**config.mk**
```make
export PLATFORM = sky130hd
export DESIGN_NAME = shift_right_seq_flat
export DESIGN_NICKNAME = d
export VERILOG_FILES = /design/src/rtl/shift_right_seq_if.sv /design/src/rtl/shift_right_seq.sv /design/src/flat_wrapper.sv
export SDC_FILE = /design/constraint.sdc
export NUM_CORES = 1
export LEC_CHECK = 0
export BUFFER_PORTS_ARGS = -buffer_cell sky130_fd_sc_hd__buf_2
export CORE_UTILIZATION = 41
export DETAILED_ROUTE_END_ITERATION = 8
export PLACE_DENSITY = 0.68
export SLEW_MARGIN = 0
export SYNTH_ARGS = -nofsm -noshare
export SYNTH_HDL_FRONTEND = slang
export SYNTH_SLANG_ARGS = --single-unit
```
**constraint.sdc**
```tcl
create_clock -name clk -period 5.1 [get_ports clk]
set_clock_uncertainty 0.05 [all_clocks]
set_input_delay 0.51 -clock clk [delete_from_list [all_inputs] [get_ports clk]]
set_output_delay 0.51 -clock clk [all_outputs]
set_load 0.02 [all_outputs]
```
**src/rtl/shift_right_seq_if.sv**
```systemverilog
// shift_right_seq_if: request/result bundle for the multi-cycle right shifter
//   master drives start, flush, a, shamt, arith; slave returns busy, done, outS
interface shift_right_seq_if #(
    parameter int SIZE = 32
) ();
    localparam int SHW = $clog2(SIZE);
    logic            start;
    logic            flush;
    logic [SIZE-1:0] a;
    logic [SHW-1:0]  shamt;
    logic            arith;
    logic            busy;
    logic            done;
    logic [SIZE-1:0] outS;
    modport master (output start, flush, a, shamt, arith, input busy, done, outS);
    modport slave (input start, flush, a, shamt, arith, output busy, done, outS);
endinterface

```
**src/rtl/shift_right_seq.sv**
```systemverilog
// shift_right_seq: multi-cycle logical/arithmetic right shifter, STEP bits per clock
//   clk, rst_n (async active-low); bus.slave: start/flush/a/shamt/arith in,
//   busy/done/outS out (all registered)
module shift_right_seq #(
    parameter int SIZE = 32,
    parameter int STEP = 1,
    localparam int SHW = $clog2(SIZE)
) (
    input logic              clk,
    input logic              rst_n,
    shift_right_seq_if.slave bus
);
    typedef enum logic [1:0] {IDLE, SHIFT, DONE} state_t;
    localparam logic [SHW:0] STEP_W = (SHW + 1)'(STEP);
    state_t          state, state_nx;
    logic [SIZE-1:0] work, work_nx, out_q, out_nx, shifted;
    logic [SHW-1:0]  cnt, cnt_nx;
    logic [SHW:0]    k;
    logic [SIZE:0]   ext;
    logic            fill, fill_nx, busy_q, done_q;
    // prepending the fill bit lets a signed shift supply zero or sign fill alike
    always_comb begin
        k       = ({1'b0, cnt} < STEP_W) ? {1'b0, cnt} : STEP_W;
        ext     = $signed({fill, work}) >>> k;
        shifted = ext[SIZE-1:0];
    end
    always_comb begin
        state_nx = state;
        work_nx  = work;
        cnt_nx   = cnt;
        fill_nx  = fill;
        out_nx   = out_q;
        if (bus.flush) begin
            state_nx = IDLE;
            cnt_nx   = '0;
        end else begin
            case (state)
                IDLE: if (bus.start) begin
                    work_nx  = bus.a;
                    cnt_nx   = bus.shamt;
                    fill_nx  = bus.arith & bus.a[SIZE-1];
                    state_nx = (bus.shamt != '0) ? SHIFT : DONE;
                    out_nx   = (bus.shamt != '0) ? out_q : bus.a;
                end
                SHIFT: begin
                    work_nx  = shifted;
                    cnt_nx   = cnt - k[SHW-1:0];
                    state_nx = ({1'b0, cnt} == k) ? DONE : SHIFT;
                    out_nx   = ({1'b0, cnt} == k) ? shifted : out_q;
                end
                default: state_nx = IDLE;
            endcase
        end
    end
    always_ff @(posedge clk or negedge rst_n) begin
        if (!rst_n) begin
            state  <= IDLE;
            work   <= '0;
            cnt    <= '0;
            fill   <= 1'b0;
            out_q  <= '0;
            busy_q <= 1'b0;
            done_q <= 1'b0;
        end else begin
            state  <= state_nx;
            work   <= work_nx;
            cnt    <= cnt_nx;
            fill   <= fill_nx;
            out_q  <= out_nx;
            busy_q <= state_nx != IDLE;
            done_q <= state_nx == DONE;
        end
    end
    assign bus.busy = busy_q;
    assign bus.done = done_q;
    assign bus.outS = out_q;
endmodule

```
**src/flat_wrapper.sv**
```systemverilog
// flat-port wrapper written by rule: the top's interface ports become plain ports
module shift_right_seq_flat 
#(
    parameter int SIZE = 32,
    parameter int STEP = 1,
    localparam int SHW = $clog2(SIZE)
)
  (clk, rst_n, bus_start, bus_flush, bus_a, bus_shamt, bus_arith, bus_busy, bus_done, bus_outS);
  shift_right_seq_if #(.SIZE(SIZE)) bus_i ();
  input logic clk;
  input logic rst_n;
  input wire logic [$bits(bus_i.start)-1:0] bus_start;
  input wire logic [$bits(bus_i.flush)-1:0] bus_flush;
  input wire logic [$bits(bus_i.a)-1:0] bus_a;
  input wire logic [$bits(bus_i.shamt)-1:0] bus_shamt;
  input wire logic [$bits(bus_i.arith)-1:0] bus_arith;
  output wire logic [$bits(bus_i.busy)-1:0] bus_busy;
  output wire logic [$bits(bus_i.done)-1:0] bus_done;
  output wire logic [$bits(bus_i.outS)-1:0] bus_outS;
  assign bus_i.start = bus_start;
  assign bus_i.flush = bus_flush;
  assign bus_i.a = bus_a;
  assign bus_i.shamt = bus_shamt;
  assign bus_i.arith = bus_arith;
  assign bus_busy = bus_i.busy;
  assign bus_done = bus_i.done;
  assign bus_outS = bus_i.outS;
  shift_right_seq #(.SIZE(SIZE), .STEP(STEP)) u_core (.clk(clk), .rst_n(rst_n), .bus(bus_i));
endmodule
```
* Word-level counts from Yosys, hierarchy flattened *
Index checks and enable logic that the tools add are counted.

storage, ports and cells
  register bits after elaboration = 74
  memory bits (writable) = 0
  output and inout port bits = 34
  logic and storage cells = 43
  bits in latches = 0
  memories = 0
  ROM bits = 0

cells by class
  muxes and demuxes = 15
  $add $sub $neg = 1
  reductions and logical operators = 9
  $mul = 0
  equal/unequal tests = 7
  shift-type cells = 1
  $lt $le $gt $ge = 1
  div/mod/pow operators = 0
  bitwise logic cells = 2

operators by type and width
  kind                number
  $mux 32             4
  $pmux 32 s2         2
  $sshr 33x6->32      1
  $mux 5              3
  $pmux 5 s2          1
  $mux 2              4
  $eq 5x6->1          1
  $reduce_and 3->1    2
  $lt 5x1->1 const B  1
  $reduce_and 5->1    1
  $reduce_bool 5->1   1
  $sub 5x5->5         1
  $ne 2x2->1 const B  2
  $pmux 2 s2          1
  $reduce_bool 2->1   2
  $ne 3x3->1 const B  1
  $reduce_bool 3->1   1
  $eq 2x1->1 const B  1
  $eq 2x2->1 const B  1
  $logic_not 2->1     1
  $ne 2x1->1 const B  1
  $reduce_and 2->1    1
  $and 1x1->1         1
  $not 1->1           1

* Longest topological paths before layout *
  word-level depth = 7
  mapped depth = 8
  gate-level depth less buffers = 7

* Least setup slack after synthesis *
No wires, ideal clock.

  kind = reg2reg
  from = register u_core.cnt[1]
  to = register u_core.out_q[19] (netlist: u_core.bus.outS[19])
  stages on the path, launching flop included = 8
  setup time = 92 ps
  data required time = 4958 ps
  setup slack = 3380 ps
  arrival time = 1578 ps
  period minus slack after synthesis = 1720 ps
  cell sequence = dfrtp_1 > buf_6 > nor4_4 > a32oi_2 > nand2b_1 > buf_6 > buf_8 > o31ai_2

on the way
  cells in the longest elaborated chain, start to end = 5

ends and longest elaborated chain
  item                                             RTL line                                      text
  start, declared                                  shift_right_seq.sv:17                         logic [SHW-1:0] cnt, cnt_nx;
  start signal, assigned                           shift_right_seq.sv:67                         cnt <= cnt_nx;
  $lt 5x1->1                                       shift_right_seq.sv:23                         k = ({1'b0, cnt} < STEP_W) ? {1'b0, cnt} : STEP_W;
  $mux 5                                           shift_right_seq.sv:23
  $sshr 33x6->32 or $eq 5x6->1 (tied branches)     shift_right_seq.sv:24, shift_right_seq.sv:49
  $mux 32 or $ne 2x1->1 (tied branches)            -
  $pmux 32 s2 or $reduce_and 5->1 (tied branches)  -
  end signal, assigned                             shift_right_seq.sv:69                         out_q <= out_nx;
  end, declared                                    shift_right_seq.sv:16                         logic [SIZE-1:0] work, work_nx, out_q, out_nx, shifted;

Parallel ways exist; a longest one is shown, timed or not. The select of a mux whose other input is x is not followed.
A chain may end at the register's enable or synchronous reset.

* Final worst setup path *
  from = register u_core.cnt[1]
  to = register u_core.out_q[12] (netlist: u_core.bus.outS[12])

Same word-level chain as after synthesis.

==> flow_metrics.tcl <==
set metrics [dict create \
    die_w_um 98.7 \
    finalCoreUtilization_pct 49.7 \
    finalMaxSlewViolations 0 \
    gp_congestion 0.730 \
    internal_power_w 0.00133 \
    crit_path_top_delay_cell "nand2b_2" \
    status "completed" \
    leakagePower_nw 1.99 \
    post_cts_buffers 0 \
    crit_path_end_kind "flop" \
    synthCells 389 \
    fmax_mhz 374 \
    async_flop_share_pct 100 \
    r2r_end "u_core.bus.outS[12]" \
    power_switching_w 0.000872 \
    p_per_area_mw_per_mm2 499 \
    r2r_slack_ns 2.43 \
    wl_per_cell_um 16.8 \
    via_per_inst 5.74 \
    postCtsHoldBufs 0 \
    fin_nets 488 \
    layout.cells.non_filler 556 \
    dieArea_mm2 0.00974 \
    cts-htree-levels 3 \
    antenna_found_initial 0 \
    cp_max_fo 34 \
    area_delta_synth_final_pct 15.3 \
    worst_pin_slew_ns 1.12 \
    synth.avg_cell_area_um2 9.86 \
    clockBufferDepth 2 \
    switching_share_pct 39.6 \
    p_comb_share_pct 37.7 \
    drive_gt1_share_pct 35.9 \
    synth-edff-count 0 \
    coreArea_mm2 0.00889 \
    seq_area_mm2 0.00185 \
    cp.arrival_ns 2.86 \
    cts.clk_slew.worst_paths_ns 0.08 \
    cts.sinks 74 \
    slew_headroom_pct 25.0 \
    hpwl_um 5650 \
    vias 3191 \
    port_buffers 75 \
    drt-initial-drc-count 265 \
    final_cell_mix "74 x buf_2, 74 x dfrtp_1, 39 x nor2_1, 39 x nand2_1, 37 x o21ai_0" \
    critical_path_required_ns 5.29 \
    multiInputGateArea_mm2 0.00181 \
    cts_root_buf "clkbuf_8" \
    synth-seq-cells 74 \
    yosys_most_used_dff "dfrtp_1" \
    cts_made_buffers 9 \
    ys_seq_area_share_pct 48.3 \
    rows 34 \
    grt_max_degree 75 \
    io_pins 76 \
    rsz0062_at_grt "false" \
    netlist_area_mm2 0.00383 \
    critPathTopFamily "simple AND/OR/NAND/NOR gates" \
    seq_power_share_pct 41.6 \
    cts_tree "yes" \
    timing.hold.ws_ns 0.247 \
    cts-resized-gates 0 \
    start_util_pct 43.1 \
    grt_overflow_total 0 \
    fp.dieH_um 98.7 \
    cp-start-kind "flop" \
    r2r-start "u_core.cnt[1]" \
    grt_first_pass_wirelength_um 15800 \
    syn_nets 432 \
    track_usage_pct 20.5 \
    setup_viol 0 \
    cap_violations 0 \
    ir_worst_vdd_mv 0.284 \
    clockPowerShare_pct 20.7 \
    critical_path_buf_inv_count 1 \
    critical_path_class "flop to flop" \
    critPathMaxStageDelay_ns 0.75 \
    min_period_ns 2.67 \
    synth_cell_types 32 \
    reg2regPathDepth 5 \
    route.detailed.drc 0 \
    dp_cells 542 \
    cp_cell_sequence "nor4_4 -> a32oi_2 -> buf_4 -> nand2b_2 -> o31ai_2" \
    drt-total-wl_um 9360 \
    hp-class "input pin to async pin" \
    yosys_warnings 0 \
    fillers 830 \
    route.antenna.remaining_nets 0 \
    drtPass1Iterations 5 \
    clock_latency_ns 0.34 \
    antenna-diode-count 0 \
    hold_viol_final 0 \
    timing.final.crit_share_pct 52.4 \
    tns_ns 0 \
    grt_pass1_vias 3100 \
]
[cell families (layout without fill, tap and decap cells)]
| family | after synthesis | after routing | share of synthesized area (%) |
|---|---|---|---|
| buffers and inverters | 40 | 99 | 5.35 |
| AO/OA/AOI/OAI | 176 | 176 | 34.5 |
| AND/OR/NAND/NOR | 96 | 96 | 11.0 |
| multiplexers | 2 | 2 | 0.522 |
| flip-flops | 74 | 74 | 48.3 |
| adder cells (fa/ha/maj) | 1 | 1 | 0.326 |
[flip-flops by register name, indices dropped and copies added, names as in the netlist]
name	count
u_core.bus.done	1
u_core.cnt	5
u_core.state	2
u_core.bus.outS	32
u_core.bus.busy	1
u_core.work	32
u_core.fill	1
[area by class of cell]
type	count	share of cell area, %
clock buffer	11	3.43
clock inverter	3	0.906
inverter	5	0.425
multi-input combinational	275	40.9
sequential	74	41.9
tap	108	3.06
timing repair buffer	80	9.40
[metrics by stage]
| step | setup slack (ns) | power, W | instance area, um2 |
|---|---|---|---|
| after global routing | 2.24 | 0.00234 | 4420 |
| after CTS | 2.41 | 0.00222 | 4420 |
| final | 2.43 | 0.00220 | 4420 |
| after detailed placement | 2.35 | 0.00176 | 4230 |
| after global placement | 2.43 | 0.00174 | 4230 |
| after floorplan | 3.38 | 0.00149 | 3830 |
[Yosys cell counts, drive strengths merged, types with 2 or more instances]
cell type | count | share of area (%)
dfrtp | 74 | 48
o31ai | 64 | 16
nor2 | 40 | 3.9
o21ai | 40 | 5.2
nand2 | 39 | 3.8
a21oi | 35 | 4.6
a31o | 32 | 7.3
clkbuf | 25 | 2.4
buf | 10 | 2.4
nor3 | 6 | 1.0
inv | 5 | 0.49
nor2b | 3 | 0.49
nor4 | 3 | 0.88
mux2i | 2 | 0.52
nand2b | 2 | 0.33
or2 | 2 | 0.33
[power by group through the flow]
stage / clock network [W] / registers [W] / logic (W)
finish: 0.000456 / 0.000917 / 0.000831
global route: 0.000486 / 0.000943 / 0.000912
CTS: 0.000462 / 0.000916 / 0.000838
detailed placement: 0 / 0.000924 / 0.000837
global placement: 0 / 0.000920 / 0.000817
floorplan: 0 / 0.00104 / 0.000452
[worst max path at each step]
stage,from,endpoint,depth (start not counted)
6_report,u_core.cnt[1],u_core.bus.outS[12],5
5_1_grt,u_core.cnt[3],u_core.work[24],5
4_1_cts,u_core.cnt[1],u_core.bus.outS[12],5
3_5_place_dp,bus_start,u_core.bus.outS[30],6
3_3_place_gp,bus_start,u_core.bus.outS[30],6
2_1_floorplan,u_core.cnt[1],u_core.bus.outS[19],7
[worst reg2reg max path, delay by kind of cell (launching register included)]
family / cells / cell delay, ns
buffers and inverters: 1 / 0.26
and+or+nand+nor: 2 / 1.21
AOI/OAI and AO/OA: 2 / 0.55
DFF: 1 / 0.49
[layer usage]
metal	global-route usage (%)	vias to the layer above	routed length, um	share of wire (%)
met5	0	-	0	0
met4	8.04	0	95	1.0
met3	3.05	7	400	4.3
met2	32.1	78	4440	47
met1	28.8	1563	4430	47
li1	-	1543	-	-
No activity file was read; power rests on OpenSTA's default activity.
